`config.mk`:
```
export PLATFORM = sky130hd
export DESIGN_NAME = booth_mul32
export DESIGN_NICKNAME = d
export VERILOG_FILES = /design/src/rtl/mini_src_pkg.sv /design/src/rtl/rca32.sv /design/src/rtl/booth_mul32.sv
export SDC_FILE = /design/constraint.sdc
export NUM_CORES = 1
export LEC_CHECK = 0
export BUFFER_PORTS_ARGS = -buffer_cell sky130_fd_sc_hd__buf_4
export CAP_MARGIN = 30
export CORE_AREA = 2 2 157 159
export CTS_BUF_LIST = sky130_fd_sc_hd__clkbuf_16
export DETAILED_ROUTE_END_ITERATION = 10
export DIE_AREA = 0 0 159 161
export HOLD_SLACK_MARGIN = 0.05
export SETUP_SLACK_MARGIN = 0.1
export SYNTH_ARGS = -nofsm -noshare
export SYNTH_HDL_FRONTEND = slang
export SYNTH_SLANG_ARGS = --single-unit
```
`constraint.sdc`:
```
create_clock -name clock -period 43.4 [get_ports clock]
set_clock_uncertainty 0.2 [all_clocks]
set_input_delay 8.68 -clock clock [delete_from_list [all_inputs] [get_ports clock]]
set_output_delay 8.68 -clock clock [all_outputs]
set_load 0.03 [all_outputs]
```
`src/rtl/mini_src_pkg.sv`:
```
// Shared definitions for the radix-2 Booth multiplier: FSM encoding, step count
// and the recoding of the {Q[0], q_1} bit pair.
package mini_src_pkg;

  typedef enum logic [1:0] {
    IDLE = 2'd0,
    RUN  = 2'd1,
    DONE = 2'd2
  } state_e;

  localparam int         MUL_STEPS = 32;
  localparam logic [5:0] LAST_STEP = 6'(MUL_STEPS - 1);

  // Returns {add, sub}: pair 01 adds M, pair 10 subtracts M, 00/11 leave A alone.
  function automatic logic [1:0] booth_sel(input logic q0, input logic q_1);
    return {~q0 & q_1, q0 & ~q_1};
  endfunction

endpackage

```
`src/rtl/rca32.sv`:
```
// 32-bit ripple-carry adder built from explicit full-adder cells.
module rca32 (
  input  logic [31:0] a_i,
  input  logic [31:0] b_i,
  input  logic        cin_i,
  output logic [31:0] sum_o,
  output logic        cout_o
);

  logic [32:0] carry;

  assign carry[0] = cin_i;

  for (genvar i = 0; i < 32; i++) begin : g_fa
    assign sum_o[i]     = a_i[i] ^ b_i[i] ^ carry[i];
    assign carry[i+1]   = (a_i[i] & b_i[i]) | (carry[i] & (a_i[i] ^ b_i[i]));
  end

  assign cout_o = carry[32];

endmodule

```
`src/rtl/booth_mul32.sv`:
```
// Sequential radix-2 Booth multiplier: 32x32 signed -> 64-bit product in 32 RUN cycles.
// The shared rca32 performs A+M or A+~M+1; A/Q form the HI/LO product registers.
module booth_mul32
  import mini_src_pkg::*;
#(
  parameter int WIDTH = 32
) (
  input  logic             clock,
  input  logic             reset_n,
  input  logic             start,
  input  logic [WIDTH-1:0] multiplicand,
  input  logic [WIDTH-1:0] multiplier,
  output logic             busy,
  output logic             done,
  output logic [WIDTH-1:0] product_hi,
  output logic [WIDTH-1:0] product_lo
);

  state_e      state_q, state_d;
  logic [31:0] a_q, a_d;
  logic [31:0] q_q, q_d;
  logic        q1_q, q1_d;
  logic [31:0] m_q, m_d;
  logic [5:0]  cnt_q, cnt_d;

  logic [1:0]  sel;
  logic        add_en, sub_en;
  logic [31:0] rca_b, rca_sum;
  logic        rca_cout;
  logic        sum_sign;
  logic [31:0] acc;
  logic        acc_msb;

  assign sel    = booth_sel(q_q[0], q1_q);
  assign add_en = sel[1];
  assign sub_en = sel[0];
  assign rca_b  = sub_en ? ~m_q : m_q;

  rca32 u_rca (
    .a_i   (a_q),
    .b_i   (rca_b),
    .cin_i (sub_en),
    .sum_o (rca_sum),
    .cout_o(rca_cout)
  );

  // Bit 32 of the sign-extended sum, so the shifted-in sign survives overflow (e.g. M = 0x80000000).
  assign sum_sign = a_q[31] ^ rca_b[31] ^ rca_cout;
  assign acc      = (add_en | sub_en) ? rca_sum : a_q;
  assign acc_msb  = (add_en | sub_en) ? sum_sign : a_q[31];

  always_comb begin
    state_d = state_q;
    a_d     = a_q;
    q_d     = q_q;
    q1_d    = q1_q;
    m_d     = m_q;
    cnt_d   = cnt_q;
    unique case (state_q)
      IDLE: begin
        if (start) begin
          state_d = RUN;
          a_d     = '0;
          q_d     = multiplier;
          q1_d    = 1'b0;
          m_d     = multiplicand;
          cnt_d   = '0;
        end
      end
      RUN: begin
        a_d   = {acc_msb, acc[31:1]};
        q_d   = {acc[0], q_q[31:1]};
        q1_d  = q_q[0];
        cnt_d = cnt_q + 6'd1;
        if (cnt_q == LAST_STEP) state_d = DONE;
      end
      DONE:    state_d = IDLE;
      default: state_d = IDLE;
    endcase
  end

  always_ff @(posedge clock or negedge reset_n) begin
    if (!reset_n) begin
      state_q <= IDLE;
      a_q     <= '0;
      q_q     <= '0;
      q1_q    <= 1'b0;
      m_q     <= '0;
      cnt_q   <= '0;
    end else begin
      state_q <= state_d;
      a_q     <= a_d;
      q_q     <= q_d;
      q1_q    <= q1_d;
      m_q     <= m_d;
      cnt_q   <= cnt_d;
    end
  end

  assign busy       = (state_q == RUN);
  assign done       = (state_q == DONE);
  assign product_hi = a_q;
  assign product_lo = q_q;

endmodule

```
== Word level (Yosys, flattened, before mapping) ==
Index checks and enable logic that the tools add are counted.

* Bits in registers: 105
* Latch bits: 0
* Bits in writable memories: 0
* ROM bits: 0
* Output and inout bits: 66
* Word-level logic and storage cells: 201
* Memories: 0

* $add $sub $neg: 1
* Multipliers: 0
* Div/mod/pow operators: 0
* Magnitude comparators: 0
* Equal/unequal tests: 6
* Shift-type cells: 0
* Mux-type cells: 14
* Bitwise logic cells: 167
* Reduce and logical (&&, ||, !) cells: 6

{| class="wikitable"
|+ Operators with widths
! cell !! count
|-
| $mux W32 || 4
|-
| $pmux W32 S2 || 2
|-
| $and A1 B1 Y1 || 66
|-
| $xor A1 B1 Y1 || 65
|-
| $or A1 B1 Y1 || 33
|-
| $not A32 Y32 || 1
|-
| $pmux W6 S2 || 1
|-
| $add A6 B1 Y6 const B || 1
|-
| $eq A6 B5 Y1 const B || 1
|-
| $mux W6 || 1
|-
| $reduce_and A2 Y1 || 3
|-
| $mux W2 || 2
|-
| $ne A2 B1 Y1 const B || 2
|-
| $pmux W2 S2 || 1
|-
| $reduce_and A3 Y1 || 1
|-
| $eq A2 B1 Y1 const B || 1
|-
| $eq A2 B2 Y1 const B || 1
|-
| $logic_not A2 Y1 || 1
|-
| $mux W1 || 2
|-
| $ne A2 B2 Y1 const B || 1
|-
| $not A1 Y1 || 2
|-
| $pmux W1 S2 || 1
|-
| $reduce_bool A2 Y1 || 1
|}

== Depth between registers and ports, before layout ==
* Word-level depth: 71
* Gate-level depth with buffers: 39
* Depth with buffers taken out: 37

== Cells and area by module ==
From an unflattened synthesis, not the netlist that was laid out.

* Cells, all modules: 469
* Area, all modules: 5564.1 um2

{| class="wikitable"
|+ Modules (own cells, without submodules)
! module !! times used !! cells an instance !! area each (um2)
|-
| booth_mul32 || 1 || 427 || 4885.9
|-
| rca32 || 1 || 42 || 678.2
|}

== Worst setup path before layout ==
Ideal clock, no wire load.

* Path kind: reg-to-reg
* From: register q_q[0] (netlist: product_lo[0])
* To: register a_q[30] (netlist: product_hi[30])
* Library setup time: 121 ps
* Data arrival time: 13967 ps
* Data required time: 43079 ps
* Slack: 29112 ps
* Stages on the path, launching flop included: 38
* Path buffers: 2
* Cell sequence: dfrtp_1 ha_1 clkbuf_1 buf_2 xnor2_1 fa_1 fa_1 fa_1 fa_1 fa_1 fa_1 fa_1 fa_1 fa_1 fa_1 fa_1 fa_1 fa_1 [2 not listed] fa_1 fa_1 fa_1 fa_1 fa_1 fa_1 fa_1 fa_1 fa_1 fa_1 fa_1 fa_1 fa_1 fa_1 fa_1 fa_1 o21ai_0 a22o_1

* Longest elaborated chain between the ends: 68

{| class="wikitable"
|+ RTL lines
! what !! line !! source
|-
| start, declared || booth_mul32.sv:21 || <nowiki>logic [31:0] q_q, q_d;</nowiki>
|-
| start signal, assigned || booth_mul32.sv:93 || <nowiki>q_q <= q_d;</nowiki>
|-
| $and A1 B1 Y1 || mini_src_pkg.sv:16 || <nowiki>return {~q0 & q_1, q0 & ~q_1};</nowiki>
|-
| $mux W32 || booth_mul32.sv:37 || <nowiki>assign rca_b = sub_en ? ~m_q : m_q;</nowiki>
|-
| $xor A1 B1 Y1 || rca32.sv:16 || <nowiki>assign carry[i+1] = (a_i[i] & b_i[i]) | (carry[i] & (a_i[i] ^ b_i[i]));</nowiki>
|-
| $and A1 B1 Y1 || rca32.sv:16 ||
|-
| $or A1 B1 Y1 || rca32.sv:16 ||
|-
| $and A1 B1 Y1 || rca32.sv:16 ||
|-
| $or A1 B1 Y1 || rca32.sv:16 ||
|-
| $and A1 B1 Y1 || rca32.sv:16 ||
|-
| [52 not listed] || - ||
|-
| $or A1 B1 Y1 || rca32.sv:16 ||
|-
| $and A1 B1 Y1 || rca32.sv:16 ||
|-
| $or A1 B1 Y1 || rca32.sv:16 ||
|-
| $and A1 B1 Y1 || rca32.sv:16 ||
|-
| $or A1 B1 Y1 || rca32.sv:16 ||
|-
| $xor A1 B1 Y1 || rca32.sv:15 || <nowiki>assign sum_o[i] = a_i[i] ^ b_i[i] ^ carry[i];</nowiki>
|-
| $mux W32 * || booth_mul32.sv:49 || <nowiki>assign acc = (add_en | sub_en) ? rca_sum : a_q;</nowiki>
|-
| $pmux W32 S2 * || booth_mul32.sv:59 || <nowiki>unique case (state_q)</nowiki>
|-
| end signal, assigned || booth_mul32.sv:85 || <nowiki>a_q <= '0;</nowiki>
|-
| end signal, assigned || booth_mul32.sv:92 || <nowiki>a_q <= a_d;</nowiki>
|-
| end, declared || booth_mul32.sv:20 || <nowiki>logic [31:0] a_q, a_d;</nowiki>
|}

Mark *: on every way between the ends. The rest lies on a longest branch, timed or not.
A chain may end at the register's enable or synchronous reset.

== Worst setup path in the final report ==
Ends and elaborated chain as after synthesis.

==> impl_metrics.tcl <==
set metrics [dict create \
    outcome "finished, final reports clean" \
    fmax_mhz 68.60 \
    synthSimpleGateAreaFrac_pct 9.291 \
    period_needed_ns 14.58 \
    finalHoldViolCount 0 \
    clock-sinks 105 \
    final_cell_mix "buf_4 (139), dfrtp_1 (105), o21ai_0 (67), a21oi_1 (62), nand2_1 (38)" \
    final_core_util_pct 31.25 \
    finalNonFillerCells 1000 \
    worstSetupStartpointType "register" \
    synth_top_family_by_area "compound AO/OA/AOI/OAI gates" \
    ir_drop_uv 40.34 \
    dr.pass1.iters 4 \
    synthMuxAreaShare_pct 8.223 \
    io_pins 133 \
    die_x_um 159 \
    cts_made_buffers 9 \
    synthToLayoutAreaGrowth_pct 27.83 \
    wire_per_inst_um 15.34 \
    rr_worst_depth 36 \
    hold_buffers 0 \
    leakagePower_nw 3.325 \
    syn_nets 658 \
    place_area_um2 7201 \
    max_slew_margin_pct 38.98 \
    ant_nets 0 \
    grt_start_max_net_pins 69 \
    viasPerCell 4.384 \
    synth_seq_cells 105 \
    tns_ns 0 \
    antenna_found_initial 0 \
    grt_usage_pct 12.33 \
    fp.dieArea_um2 25600 \
    initial_core_util_pct 24.45 \
    crit_arrival_ns 14.61 \
    cts.clk_slew.worst_paths_ns 0.08 \
    gr-total-overflow 0 \
    cts-root-buf "clkbuf_16" \
    core_region_area_um2 23960 \
    fin_crit_sh_pct 33.59 \
    ctsResizeCount 0 \
    critPathMaxStageDelay_ns 0.51 \
    worst_pin_slew_ns 0.9153 \
    clock_path_buffers 2 \
    drt_iter0_markers 254 \
    port_buffers 132 \
    cts_setup_buffers 0 \
    cts_tree "yes" \
    remaining_drc_errors 0 \
    yosysSeqAreaShare_pct 44.85 \
    synth_edf_count 0 \
    synth_ff_type "dfrtp_1" \
    gp_congestion 0.7299 \
    p_per_area_nw_per_um2 91.26 \
    netlist_instances 558 \
    rsz0062_at_grt "no" \
    fillers 2503 \
    setup_violations 0 \
    vias 4384 \
    grt_pass1_vias 4537 \
    power_mw 0.6834 \
    crit_fanout 32 \
    hold_depth 1 \
    critical_path_class "register to register" \
    cts_htree_levels 3 \
    slowest_stage "fa_1" \
    diodes 0 \
    fin_area_um2 7488 \
    dp.final_hpwl_mm 10.55 \
    clk_latency_ns 0.35 \
    final_nets 771 \
    end_kind "register" \
    avgSynthCellArea_um2 10.50 \
    totalWireLength_mm 15.34 \
    crit_required_ns 43.43 \
    rows 57 \
    dp_cells 984 \
    yosys_warnings 0 \
    synth-compound-area-share_pct 16.13 \
    die_h_um 161 \
    synth_xor_area_share_pct 4.934 \
    slew_viol_final 0 \
    cpMostUsedCell "fa_1" \
    drive_above_1_share_pct 28.25 \
    min_path_type "register to register" \
    ys_types 35 \
    cap_violations 0 \
    synthAdderAreaFrac_pct 11.02 \
    final_common_cell "buf_4" \
    async_flop_share_pct 100.0 \
    netlist_area_um2 5858 \
    grt_pass1_wl_mm 25.23 \
]
==> cell usage after synthesis (6+ instances only) <==
cell type    n  area share [%]
nor2b_1     30             3.2
xnor2_1     31             4.6
buf_2        6            0.51
o21ai_0     67             5.7
a21oi_1     62             5.3
nand2_1     38             2.4
a22oi_1     30             3.8
mux2_4      27             6.9
nor2_1      31             2.0
clkbuf_1    28             1.8
dfrtp_1    105              45
fa_1        31              11
inv_1       31             2.0
==> area by class of cell <==
cell class | instances | area (um^2) | area share, %
Clock buffer | 9 | 225.2 | 3.008
Timing Repair Buffer | 142 | 1126 | 15.04
Tap cell | 324 | 405.4 | 5.414
Clock inverter | 7 | 62.56 | 0.8354
Multi-Input combinational cell | 381 | 2922 | 39.01
Sequential cell | 105 | 2628 | 35.09
Inverter | 32 | 120.1 | 1.604
==> state kept, by name (all words and copies together) (netlist names) <==
register,cells
product_hi,32
cnt_q,6
state_q,2
q1_q,1
m_q,32
product_lo,32
==> worst max-delay path: cells and delay by family, from the launching register on <==
| family | cells | cell delay, ns |
|---|---|---|
| fa+ha+maj | 32 | 12.97 |
| compound gates | 2 | 0.26 |
| flops | 1 | 0.42 |
| xor+xnor | 1 | 0.18 |
| buf+inv | 1 | 0.43 |
==> metal layers <==
metal	wire length, um	part of all wire, %	global-route usage [%]	vias to the layer above
met1	7310	48	16.77	2198
met5	0	0	0	-
met3	449	2.9	2.131	9
li1	-	-	-	2097
met2	7418	48	20.47	80
met4	161	1.0	3.099	0
==> cell families after synthesis <==
group                      count (synthesis)
AOI/OAI and AO/OA                        168
DFF                                      105
and+or+nand+nor                          113
muxes                                     34
buffers and inverters                     72
xor gates and xnor gates                  33
adders and majority gates                 33
==> final timing paths <==
check                         startpoint             end  slack (ns)
min in group asynchronous        reset_n         m_q[20]        8.10
min reg2reg                     cnt_q[5]        cnt_q[5]        0.29
max reg2reg                product_lo[0]  product_hi[30]       28.82
max                        product_lo[0]  product_hi[30]       28.82
min                             cnt_q[5]        cnt_q[5]        0.29
max in group asynchronous        reset_n  product_lo[30]       33.59
==> through the flow <==
stage | hold slack, ns | setup slack (ns)
final | 0.2922 | 28.82
after detailed placement | 0.2746 | 28.71
after global routing | 0.3300 | 28.28
after global placement | 0.2704 | 28.91
after CTS | 0.2902 | 28.69
after floorplan | 0.2498 | 29.11
==> report_power, final <==
| group | internal, mW | switching, mW | total (mW) |
|---|---|---|---|
| registers | 0.149 | 0.0469 | 0.196 |
| logic | 0.183 | 0.222 | 0.405 |
| clock network | 0.0444 | 0.0384 | 0.0828 |
| total | 0.376 | 0.308 | 0.683 |
No activity file was read; power rests on OpenSTA's default activity.
